==> src/rtl/bus_xfer_seq_pkg.sv <==
// Shared definitions for the bus transfer sequencer: state encoding, bus width
// and the select range check used when a request is accepted.
package bus_xfer_seq_pkg;

    localparam int BUS_W = 32;

    typedef enum logic [1:0] {
        IDLE    = 2'd0,
        DRIVE   = 2'd1,
        CAPTURE = 2'd2,
        TURN    = 2'd3
    } state_t;

    function automatic logic sel_in_range(input int sel, input int limit);
        return sel < limit;
    endfunction

endpackage

==> src/rtl/bus_xfer_seq_decode.sv <==
// Index-to-one-hot decoder with enable; ACTIVE_LOW inverts the result so the
// same block can produce active-low output enables or active-high strobes.
module onehot_decode_n #(
    parameter int N          = 6,
    parameter int IDX_W      = 3,
    parameter bit ACTIVE_LOW = 1'b0
) (
    input  logic             en,
    input  logic [IDX_W-1:0] idx,
    output logic [N-1:0]     dec
);

    logic [N-1:0] hot;

    always_comb begin
        hot = '0;
        for (int i = 0; i < N; i++) begin
            if (en && (idx == IDX_W'(i))) begin
                hot[i] = 1'b1;
            end
        end
    end

    assign dec = ACTIVE_LOW ? ~hot : hot;

endmodule

==> src/rtl/bus_xfer_seq.sv <==
// Reader-side sequencer for the shared tristate bus: enables one source driver,
// lets the bus settle, strobes the destination load, then leaves a turnaround gap.
module bus_xfer_seq
    import bus_xfer_seq_pkg::*;
#(
    parameter int NUM_SRC       = 6,
    parameter int NUM_DST       = 6,
    parameter int SEL_W         = 3,
    parameter int SETTLE_CYCLES = 1,
    parameter int TURN_CYCLES   = 1
) (
    input  logic               CLK,
    input  logic               RST,
    input  logic               REQ,
    input  logic [SEL_W-1:0]   SRC_SEL,
    input  logic [SEL_W-1:0]   DST_SEL,
    input  logic [BUS_W-1:0]   BUS,
    output logic [NUM_SRC-1:0] N_OE,
    output logic [NUM_DST-1:0] LOAD,
    output logic [BUS_W-1:0]   DATA,
    output logic               BUSY,
    output logic               DONE,
    output logic               ERR
);

    localparam int MAX_CNT = (SETTLE_CYCLES > TURN_CYCLES) ? SETTLE_CYCLES : TURN_CYCLES;
    localparam int CNT_W   = $clog2(MAX_CNT + 1);

    state_t             state;
    logic [SEL_W-1:0]   src_q;
    logic [SEL_W-1:0]   dst_q;
    logic [CNT_W-1:0]   cnt;

    logic               sel_ok;
    logic               oe_en;
    logic               ld_en;
    logic [SEL_W-1:0]   oe_idx;
    logic [NUM_SRC-1:0] n_oe_d;
    logic [NUM_DST-1:0] load_d;

    assign sel_ok = sel_in_range(int'(SRC_SEL), NUM_SRC) && sel_in_range(int'(DST_SEL), NUM_DST);

    // Decoder inputs describe the next cycle so N_OE and LOAD can be registered
    // without lagging the state by a cycle.
    assign oe_en  = ((state == IDLE) && REQ && sel_ok) || (state == DRIVE);
    assign oe_idx = (state == IDLE) ? SRC_SEL : src_q;
    assign ld_en  = (state == DRIVE) && (cnt == CNT_W'(1));

    onehot_decode_n #(
        .N          (NUM_SRC),
        .IDX_W      (SEL_W),
        .ACTIVE_LOW (1'b1)
    ) u_oe_dec (
        .en  (oe_en),
        .idx (oe_idx),
        .dec (n_oe_d)
    );

    onehot_decode_n #(
        .N          (NUM_DST),
        .IDX_W      (SEL_W),
        .ACTIVE_LOW (1'b0)
    ) u_load_dec (
        .en  (ld_en),
        .idx (dst_q),
        .dec (load_d)
    );

    always_ff @(posedge CLK) begin
        if (RST) begin
            state <= IDLE;
            src_q <= '0;
            dst_q <= '0;
            cnt   <= '0;
            N_OE  <= '1;
            LOAD  <= '0;
            DATA  <= '0;
            BUSY  <= 1'b0;
            DONE  <= 1'b0;
            ERR   <= 1'b0;
        end else begin
            N_OE <= n_oe_d;
            LOAD <= load_d;
            DONE <= 1'b0;
            ERR  <= 1'b0;
            case (state)
                IDLE: begin
                    if (REQ) begin
                        if (sel_ok) begin
                            src_q <= SRC_SEL;
                            dst_q <= DST_SEL;
                            cnt   <= CNT_W'(SETTLE_CYCLES);
                            state <= DRIVE;
                            BUSY  <= 1'b1;
                        end else begin
                            ERR <= 1'b1;
                        end
                    end
                end
                DRIVE: begin
                    if (cnt == CNT_W'(1)) begin
                        state <= CAPTURE;
                    end else begin
                        cnt <= cnt - CNT_W'(1);
                    end
                end
                CAPTURE: begin
                    DATA  <= BUS;
                    cnt   <= CNT_W'(TURN_CYCLES);
                    state <= TURN;
                end
                TURN: begin
                    if (cnt == CNT_W'(1)) begin
                        state <= IDLE;
                        BUSY  <= 1'b0;
                        DONE  <= 1'b1;
                    end else begin
                        cnt <= cnt - CNT_W'(1);
                    end
                end
                default: state <= IDLE;
            endcase
        end
    end

endmodule

==> config.mk <==
export PLATFORM = sky130hd
export DESIGN_NAME = bus_xfer_seq
export DESIGN_NICKNAME = d
export VERILOG_FILES = /design/src/rtl/bus_xfer_seq_pkg.sv /design/src/rtl/bus_xfer_seq_decode.sv /design/src/rtl/bus_xfer_seq.sv
export SDC_FILE = /design/constraint.sdc
export NUM_CORES = 1
export LEC_CHECK = 0
export ABC_AREA = 1
export BUFFER_PORTS_ARGS = -buffer_cell sky130_fd_sc_hd__buf_2
export CAP_MARGIN = 20
export CORE_UTILIZATION = 51
export DETAILED_ROUTE_END_ITERATION = 7
export GPL_ROUTABILITY_DRIVEN = 0
export PLACE_DENSITY_LB_ADDON = 0.08
export SLEW_MARGIN = 20
export SYNTH_ARGS = -nofsm -noshare
export SYNTH_HDL_FRONTEND = slang
export SYNTH_HIERARCHICAL = 1
export SYNTH_SLANG_ARGS = --single-unit
export TNS_END_PERCENT = 10
==> constraint.sdc <==
create_clock -name CLK -period 3.95 [get_ports CLK]
set_input_delay 0.5925 -clock CLK [delete_from_list [all_inputs] [get_ports CLK]]
set_output_delay 0.5925 -clock CLK [all_outputs]
set_load 0.02 [all_outputs]
==> report_table.html, run 1 <==
<table>
<tr><th>Metric</th><th>Value</th></tr>
<tr><th colspan="2">Run status</th></tr>
<tr><td>Result of the run</td><td>finished, final reports clean</td></tr>
<tr><th colspan="2">Clock network</th></tr>
<tr><td>Post-CTS sizing</td><td>0</td></tr>
<tr><td>Post-CTS clock slew at the launch and capture registers of the worst setup and hold paths</td><td>90 ps</td></tr>
<tr><td>CTS HTree Levels</td><td>2</td></tr>
<tr><td>Clock latency on the worst-skew pair</td><td>300 ps</td></tr>
<tr><td>Count of hold-fix buffers inserted at cts</td><td>0</td></tr>
<tr><td>Sink count of the clock tree</td><td>56</td></tr>
<tr><td>CTS Root Buffer Type</td><td>sky130_fd_sc_hd__clkbuf_8</td></tr>
<tr><td>Number of setup buffers added after CTS</td><td>0</td></tr>
<tr><td>Clock buffer count from CTS</td><td>5</td></tr>
<tr><td>Buffer levels on the longest clock path</td><td>2</td></tr>
<tr><td>TritonCTS clock tree</td><td>done</td></tr>
<tr><th colspan="2">Place</th></tr>
<tr><td>Placed cell count</td><td>429</td></tr>
<tr><td>Number of buffer cells added on primary ports</td><td>87</td></tr>
<tr><td>HPWL after detailed placement</td><td>3.27 mm</td></tr>
<tr><th colspan="2">Power and ir drop</th></tr>
<tr><td>Peak VDD IR</td><td>0.000348 V</td></tr>
<tr><td>Comb power frac</td><td>0.416</td></tr>
<tr><td>Sw Ratio</td><td>0.411</td></tr>
<tr><td>Switching power</td><td>0.753 mW</td></tr>
<tr><td>Leakage dissipation</td><td>1.46 nW</td></tr>
<tr><td>Seq pwr share</td><td>0.424</td></tr>
<tr><td>Clock power share</td><td>0.160</td></tr>
<tr><td>Internal Power</td><td>1.08 mW</td></tr>
<tr><td>Power density normalized to cell area</td><td>664 nW/um2</td></tr>
<tr><th colspan="2">Setup path</th></tr>
<tr><td>Arrival time reported for the critical path endpoint</td><td>2580 ps</td></tr>
<tr><td>Slowest-stage cell, CP</td><td>sky130_fd_sc_hd__ha_1</td></tr>
<tr><td>Ordered list of cells on the worst path</td><td>inv_1 -&gt; ha_1 -&gt; inv_1 -&gt; nor2_1 -&gt; nor2_1</td></tr>
<tr><td>CP Data Required Time</td><td>4140 ps</td></tr>
<tr><td>Startpoint class of the critical path</td><td>flip-flop</td></tr>
<tr><td>Sort of element at the end of the critical path</td><td>flip-flop</td></tr>
<tr><td>Largest fanout on the critical path</td><td>34</td></tr>
<tr><td>Critical path buffer and inverter count</td><td>2</td></tr>
<tr><td>Slowest stage delay, CP</td><td>780 ps</td></tr>
<tr><td>Critical path type</td><td>flip-flop to flip-flop</td></tr>
<tr><td>Delay-heaviest family, CP</td><td>buffers and inverters</td></tr>
<tr><th colspan="2">Floorplanning</th></tr>
<tr><td>Top-level port count</td><td>88</td></tr>
<tr><td>Starting density of the core</td><td>0.541</td></tr>
<tr><td>Standard-cell row count</td><td>23</td></tr>
<tr><td>Die Outline Area</td><td>4600 um2</td></tr>
<tr><td>Horiz. Die Dim</td><td>67.8 um</td></tr>
<tr><td>Die outline height</td><td>67.8 um</td></tr>
<tr><td>Core Region</td><td>4090 um2</td></tr>
<tr><th colspan="2">Yosys</th></tr>
<tr><td>Top cell type's share of synthesized area</td><td>0.507</td></tr>
<tr><td>Number of distinct library cells after synthesis</td><td>19</td></tr>
<tr><td>Avg Cell Area, Syn</td><td>7.27 um2</td></tr>
<tr><td>Synthesized Nets</td><td>350</td></tr>
<tr><td>Leading cell type by number of instances after synthesis</td><td>sky130_fd_sc_hd__nor2_1</td></tr>
<tr><td>Synth cell count leaders</td><td>101 x sky130_fd_sc_hd__nor2_1, 56 x sky130_fd_sc_hd__dfxtp_1, 42 x sky130_fd_sc_hd__nand2_1</td></tr>
<tr><td>Cell Area, Synth</td><td>2210 um2</td></tr>
<tr><td>Number of enable-type register cells in the synthesized netlist</td><td>0</td></tr>
<tr><td>Fraction of the yosys area taken by sequential cells</td><td>0.507</td></tr>
<tr><td>Cells after synthesis</td><td>304</td></tr>
<tr><td>Count of warnings emitted by yosys</td><td>6</td></tr>
<tr><td>FFs w/ async S/R, synth</td><td>0</td></tr>
<tr><td>Cell taking the most area after synthesis</td><td>sky130_fd_sc_hd__dfxtp_1</td></tr>
<tr><td>Number of synthesized register bits</td><td>56</td></tr>
<tr><td>Top area cells in the synthesized netlist</td><td>sky130_fd_sc_hd__dfxtp_1 51%, sky130_fd_sc_hd__nor2_1 17%, sky130_fd_sc_hd__o21ai_0 8.1%</td></tr>
<tr><td>Most used DFF post-synth</td><td>sky130_fd_sc_hd__dfxtp_1</td></tr>
<tr><th colspan="2">Hold path</th></tr>
<tr><td>Class of the tightest hold or removal check</td><td>flip-flop to flip-flop</td></tr>
<tr><th colspan="2">Finish</th></tr>
<tr><td>Count of inserted antenna diode cells</td><td>0</td></tr>
<tr><td>Layout Cells excl Fill</td><td>437</td></tr>
<tr><td>Layout cell share with drive strength beyond 1</td><td>0.282</td></tr>
<tr><td>Layout Nets</td><td>433</td></tr>
<tr><td>Area growth from synthesis to layout</td><td>24.7%</td></tr>
<tr><th colspan="2">GRT</th></tr>
<tr><td>Final global-route overflow total</td><td>0</td></tr>
<tr><td>Antenna violations before repair</td><td>0</td></tr>
<tr><td>Largest net degree at the start of global routing</td><td>44</td></tr>
<tr><td>Wire length of the first global-routing pass</td><td>6.96 mm</td></tr>
<tr><td>Combined global-route utilization of all metal layers</td><td>0.199</td></tr>
<tr><td>Via count of the first global-routing pass</td><td>1,686</td></tr>
<tr><th colspan="2">STA</th></tr>
<tr><td>Worst-case headroom to the max-slew limit</td><td>0.382</td></tr>
<tr><td>Final clock period utilization by the worst path</td><td>0.604</td></tr>
<tr><td>Layout Skew</td><td>5.04 ps</td></tr>
<tr><td>Setup repair after global routing missed its margin</td><td>no</td></tr>
<tr><td>Final critical-path required period</td><td>2390 ps</td></tr>
<tr><td>Final hold vios</td><td>0</td></tr>
<tr><td>Sum of negative setup slack</td><td>0 ps</td></tr>
<tr><td>Number of failing setup endpoints in the final timing report</td><td>0</td></tr>
<tr><td>Actual transition at the worst max-transition pin</td><td>926 ps</td></tr>
<tr><td>Number of max-slew violations in the final report</td><td>0</td></tr>
<tr><td>Achievable frequency</td><td>0.419 GHz</td></tr>
<tr><th colspan="2">Run</th></tr>
<tr><td>Max-cap check violation count</td><td>0</td></tr>
<tr><th colspan="2">Routing</th></tr>
<tr><td>Total length of routed wires</td><td>4.49 mm</td></tr>
<tr><td>Vias per cell</td><td>4.62</td></tr>
<tr><td>Number of DRC violations after detailed-routing iteration 0</td><td>130</td></tr>
<tr><td>Number of search-and-repair iterations in the first detailed-routing pass</td><td>4</td></tr>
<tr><td>Antenna-violating nets left</td><td>0</td></tr>
<tr><td>Number of vias in the routed layout</td><td>2,018</td></tr>
<tr><td>Number of remaining DRC errors</td><td>0</td></tr>
<tr><td>Avg WL per Cell</td><td>10.3 um</td></tr>
</table>
==> registers in the layout, indices dropped and copies added, names as in the netlist <==
signal  count
cnt         1
LOAD        6
ERR         1
dst_q       3
state       2
N_OE        6
DONE        1
BUSY        1
DATA       32
src_q       3
==> cell families (layout without fill, tap and decap cells) <==
| group | Yosys count | in the layout | share of synthesized area |
|---|---|---|---|
| DFF | 56 | 56 | 0.507 |
| AOI/OAI and AO/OA | 38 | 38 | 0.0860 |
| buffers and inverters | 45 | 128 | 0.0832 |
| adders and majority gates | 5 | 5 | 0.0283 |
| and+or+nand+nor | 160 | 160 | 0.295 |
==> power by group through the flow <==
stage | Clock [mW] | Sequential, mW | Combinational, mW
after CTS | 0.305 | 0.777 | 0.764
after global placement | 0 | 0.786 | 0.752
after global routing | 0.325 | 0.796 | 0.861
after detailed placement | 0 | 0.790 | 0.761
final | 0.293 | 0.777 | 0.762
after floorplan | 0 | 0.931 | 0.411
==> worst reg2reg max path: stages (launching register included) <==
cell and delay, ps:
sky130_fd_sc_hd__dfxtp_1 350, sky130_fd_sc_hd__inv_1 110, sky130_fd_sc_hd__ha_1 780, sky130_fd_sc_hd__inv_1 690
sky130_fd_sc_hd__nor2_1 290, sky130_fd_sc_hd__nor2_1 70
==> metrics by stage <==
step	hold slack [ps]	instance area (um2)	total power [mW]	worst slack (ps)	utilization
floorplan	454	2210	1.34	2400	-
global placement	465	2650	1.54	1550	0.648
detailed placement	476	2650	1.55	1580	0.648
CTS	493	2730	1.85	1560	0.668
global route	491	2760	1.98	1280	0.675
finish	488	2760	1.83	1560	0.675
==> layer usage <==
metal,up-vias,part of all wire,track usage
met5,-,0,0
met4,0,0.012,0.0729
met2,63,0.46,0.339
met1,867,0.46,0.239
met3,6,0.069,0.0533
li1,1082,-,-
==> cell type report <==
type	instances	area, um2
Clock buffer	5	68.8
Clock inverter	2	12.5
Fill cell	372	1330
Inverter	33	124
Multi-Input combinational cell	203	906
Sequential cell	56	1120
Tap cell	50	62.6
Timing Repair Buffer	88	463
==> path summary, 6_finish.rpt <==
| kind | cells past startpoint | startpoint | slack, ps | endpoint |
|---|---|---|---|---|
| setup / recovery | 5 | state[0]$_SDFFE_PP0P_ | 1560 | DATA[27]$_SDFFE_PP0N_ |
| hold / removal | 2 | src_q[2]$_SDFFE_PP0P_ | 490 | src_q[2]$_SDFFE_PP0P_ |
| setup reg to reg | 5 | state[0]$_SDFFE_PP0P_ | 1560 | DATA[27]$_SDFFE_PP0N_ |
| hold reg to reg | 2 | src_q[2]$_SDFFE_PP0P_ | 490 | src_q[2]$_SDFFE_PP0P_ |
==> cell usage in the layout, fill, tap and decap left out <==
master	synthesis	layout
sky130_fd_sc_hd__inv_1	31	30
sky130_fd_sc_hd__dfxtp_1	56	56
sky130_fd_sc_hd__clkinv_1	0	1
sky130_fd_sc_hd__buf_2	5	87
sky130_fd_sc_hd__ha_1	5	5
sky130_fd_sc_hd__nor2_1	101	101
sky130_fd_sc_hd__buf_16	0	1
sky130_fd_sc_hd__inv_2	2	2
sky130_fd_sc_hd__clkinvlp_4	0	1
sky130_fd_sc_hd__a21oi_1	2	2
sky130_fd_sc_hd__nor2_2	1	1
sky130_fd_sc_hd__nor2_4	1	1
sky130_fd_sc_hd__clkinv_2	0	1
sky130_fd_sc_hd__nand2_2	3	3
sky130_fd_sc_hd__nand4_1	1	1
sky130_fd_sc_hd__nor3_4	1	1
sky130_fd_sc_hd__o21ai_0	36	36
sky130_fd_sc_hd__clkbuf_8	0	5
sky130_fd_sc_hd__or2_2	6	6
sky130_fd_sc_hd__nand2_1	42	42
sky130_fd_sc_hd__nand3_1	4	4
Note: power is estimated with default switching activity, not from simulation.
==> inputs of run 2 (changes only) <==
- CORE_UTILIZATION: 51 -> 48
- clock period: 3.95 -> 2.2 ns (I/O delays scaled with it)
==> run 2 against run 1 <==
Compared with the run above: first-iteration DRC count down 28%; register-to-register slack worse by 1200 ps; combinational power up 81%; global-route usage down 0.40 points; die area up 6.1%; critical path type unchanged; highest routed layer unchanged.
==> report_table.html, run 2 (synthesis gave the netlist of run 1 again) <==
<table>
<tr><th>Metric</th><th>Value</th></tr>
<tr><th colspan="2">Clock network</th></tr>
<tr><td>Clock latency on the worst-skew pair</td><td>300 ps</td></tr>
<tr><td>Post-CTS sizing</td><td>0</td></tr>
<tr><td>TritonCTS clock tree</td><td>done</td></tr>
<tr><td>Buffer levels on the longest clock path</td><td>2</td></tr>
<tr><td>Count of hold-fix buffers inserted at cts</td><td>0</td></tr>
<tr><td>CTS Root Buffer Type</td><td>sky130_fd_sc_hd__clkbuf_8</td></tr>
<tr><td>Post-CTS clock slew at the launch and capture registers of the worst setup and hold paths</td><td>90 ps</td></tr>
<tr><td>Clock buffer count from CTS</td><td>5</td></tr>
<tr><td>Number of setup buffers added after CTS</td><td>0</td></tr>
<tr><td>Sink count of the clock tree</td><td>56</td></tr>
<tr><td>CTS HTree Levels</td><td>2</td></tr>
<tr><th colspan="2">GRT</th></tr>
<tr><td>Wire length of the first global-routing pass</td><td>7.71 mm</td></tr>
<tr><td>Largest net degree at the start of global routing</td><td>44</td></tr>
<tr><td>Antenna violations before repair</td><td>0</td></tr>
<tr><td>Final global-route overflow total</td><td>0</td></tr>
<tr><td>Via count of the first global-routing pass</td><td>1,806</td></tr>
<tr><td>Combined global-route utilization of all metal layers</td><td>0.195</td></tr>
<tr><th colspan="2">Floorplanning</th></tr>
<tr><td>Top-level port count</td><td>88</td></tr>
<tr><td>Starting density of the core</td><td>0.504</td></tr>
<tr><td>Horiz. Die Dim</td><td>69.9 um</td></tr>
<tr><td>Core Region</td><td>4380 um2</td></tr>
<tr><td>Standard-cell row count</td><td>24</td></tr>
<tr><td>Die outline height</td><td>69.9 um</td></tr>
<tr><td>Die Outline Area</td><td>4880 um2</td></tr>
<tr><th colspan="2">Setup path</th></tr>
<tr><td>Critical path type</td><td>flip-flop to flip-flop</td></tr>
<tr><td>Sort of element at the end of the critical path</td><td>flip-flop</td></tr>
<tr><td>Startpoint class of the critical path</td><td>flip-flop</td></tr>
<tr><td>Largest fanout on the critical path</td><td>7</td></tr>
<tr><td>CP Data Required Time</td><td>2390 ps</td></tr>
<tr><td>Arrival time reported for the critical path endpoint</td><td>1990 ps</td></tr>
<tr><th colspan="2">Hold path</th></tr>
<tr><td>Class of the tightest hold or removal check</td><td>input pin to flip-flop</td></tr>
<tr><th colspan="2">Routing</th></tr>
<tr><td>Number of search-and-repair iterations in the first detailed-routing pass</td><td>4</td></tr>
<tr><td>Vias per cell</td><td>4.47</td></tr>
<tr><td>Total length of routed wires</td><td>4.41 mm</td></tr>
<tr><td>Number of vias in the routed layout</td><td>1,966</td></tr>
<tr><td>Number of remaining DRC errors</td><td>0</td></tr>
<tr><td>Antenna-violating nets left</td><td>0</td></tr>
<tr><td>Avg WL per Cell</td><td>10.0 um</td></tr>
<tr><td>Number of DRC violations after detailed-routing iteration 0</td><td>94</td></tr>
<tr><th colspan="2">Finish</th></tr>
<tr><td>Layout cell share with drive strength beyond 1</td><td>0.284</td></tr>
<tr><td>Biggest regs</td><td>DATA (32), LOAD (6), N_OE (6)</td></tr>
<tr><td>Most frequent cells in the layout</td><td>101 x sky130_fd_sc_hd__nor2_1, 87 x sky130_fd_sc_hd__buf_2, 56 x sky130_fd_sc_hd__dfxtp_1</td></tr>
<tr><td>Most common library cell in the layout ignoring fill and taps</td><td>sky130_fd_sc_hd__nor2_1</td></tr>
<tr><td>Final Cell Area</td><td>2790 um2</td></tr>
<tr><td>Layout Cells excl Fill</td><td>440</td></tr>
<tr><td>Most flops, register</td><td>DATA</td></tr>
<tr><td>Count of inserted antenna diode cells</td><td>0</td></tr>
<tr><td>Area growth from synthesis to layout</td><td>26.3%</td></tr>
<tr><td>Number of filler instances in the final layout</td><td>442</td></tr>
<tr><td>Finished Core Util</td><td>0.637</td></tr>
<tr><td>Layout Nets</td><td>435</td></tr>
<tr><td>Number of flip-flops in the largest register</td><td>32</td></tr>
<tr><th colspan="2">Power and ir drop</th></tr>
<tr><td>Comb power frac</td><td>0.405</td></tr>
<tr><td>Clock power share</td><td>0.187</td></tr>
<tr><td>Switching power</td><td>1.34 mW</td></tr>
<tr><td>Internal Power</td><td>2.06 mW</td></tr>
<tr><td>Seq pwr share</td><td>0.408</td></tr>
<tr><td>Sw Ratio</td><td>0.395</td></tr>
<tr><td>Leakage dissipation</td><td>1.48 nW</td></tr>
<tr><td>Power density normalized to cell area</td><td>1220 nW/um2</td></tr>
<tr><td>Total power draw</td><td>3.40 mW</td></tr>
<tr><td>Peak VDD IR</td><td>0.000634 V</td></tr>
<tr><th colspan="2">STA</th></tr>
<tr><td>Number of failing setup endpoints in the final timing report</td><td>0</td></tr>
<tr><td>Worst path setup slack after routing</td><td>400 ps</td></tr>
<tr><td>Achievable frequency</td><td>0.555 GHz</td></tr>
<tr><td>Final hold slack</td><td>238 ps</td></tr>
<tr><td>Worst-case headroom to the max-slew limit</td><td>0.629</td></tr>
<tr><td>Final hold vios</td><td>0</td></tr>
<tr><td>Sum of negative setup slack</td><td>0 ps</td></tr>
<tr><td>Final clock period utilization by the worst path</td><td>0.818</td></tr>
<tr><td>Final critical-path required period</td><td>1800 ps</td></tr>
<tr><td>Setup repair after global routing missed its margin</td><td>no</td></tr>
<tr><td>Number of max-slew violations in the final report</td><td>0</td></tr>
<tr><td>Layout Skew</td><td>7.46 ps</td></tr>
<tr><td>Actual transition at the worst max-transition pin</td><td>551 ps</td></tr>
<tr><th colspan="2">Run</th></tr>
<tr><td>Max-cap check violation count</td><td>0</td></tr>
<tr><th colspan="2">Place</th></tr>
<tr><td>Placed cell areas</td><td>2670 um2</td></tr>
<tr><td>Setup WS pre-CTS</td><td>414 ps</td></tr>
<tr><td>Placed cell count</td><td>433</td></tr>
<tr><td>HPWL after detailed placement</td><td>3.09 mm</td></tr>
<tr><td>Number of buffer cells added on primary ports</td><td>87</td></tr>
<tr><th colspan="2">Run status</th></tr>
<tr><td>Result of the run</td><td>finished, final reports clean</td></tr>
</table>
[run 2: path summary, 6_finish.rpt]
path | cells past startpoint | slack, ps | start | to
worst min-delay path | 3 | 240 | BUS[11] | DATA[11]$_SDFFE_PP0N_
worst min register to register | 2 | 490 | src_q[2]$_SDFFE_PP0P_ | src_q[2]$_SDFFE_PP0P_
worst max-delay path | 8 | 400 | state[0]$_SDFFE_PP0P_ | N_OE[2]$_SDFF_PP1_
worst max register to register | 8 | 400 | state[0]$_SDFFE_PP0P_ | N_OE[2]$_SDFF_PP1_
[run 2: worst max-delay path, stage by stage, from the launching register on]
cell                      delay, ps
sky130_fd_sc_hd__dfxtp_1        350
sky130_fd_sc_hd__inv_1          110
sky130_fd_sc_hd__ha_1           200
sky130_fd_sc_hd__inv_2           80
sky130_fd_sc_hd__o21ai_0        460
sky130_fd_sc_hd__inv_1           80
sky130_fd_sc_hd__nor2_1         100
sky130_fd_sc_hd__nand2_1         50
sky130_fd_sc_hd__or2_2          260
[run 2: routing by layer]
metal	part of all wire	global-route usage
met1	0.48	0.241
met2	0.45	0.331
met3	0.063	0.0534
met4	0.0086	0.0600
met5	0	0
[run 2: power by group through the flow]
| stage | combinational [mW] | sequential (mW) | clock [mW] |
|---|---|---|---|
| 3_3_place_gp | 1.37 | 1.41 | 0 |
| 4_1_cts | 1.38 | 1.39 | 0.654 |
| 6_report | 1.38 | 1.39 | 0.635 |
| 2_1_floorplan | 0.738 | 1.67 | 0 |
| 5_1_grt | 1.57 | 1.42 | 0.689 |
| 3_5_place_dp | 1.38 | 1.41 | 0 |
[run 2: layout make-up]
| class | count | area, um2 | share of cell area |
|---|---|---|---|
| multi-input combinational | 203 | 906 | 0.324 |
| inverter | 33 | 124 | 0.0444 |
| sequential | 56 | 1120 | 0.401 |
| clock inverter | 1 | 30.0 | 0.0108 |
| timing repair buffer | 90 | 478 | 0.171 |
| clock buffer | 5 | 68.8 | 0.0246 |
| tap | 52 | 65.1 | 0.0233 |
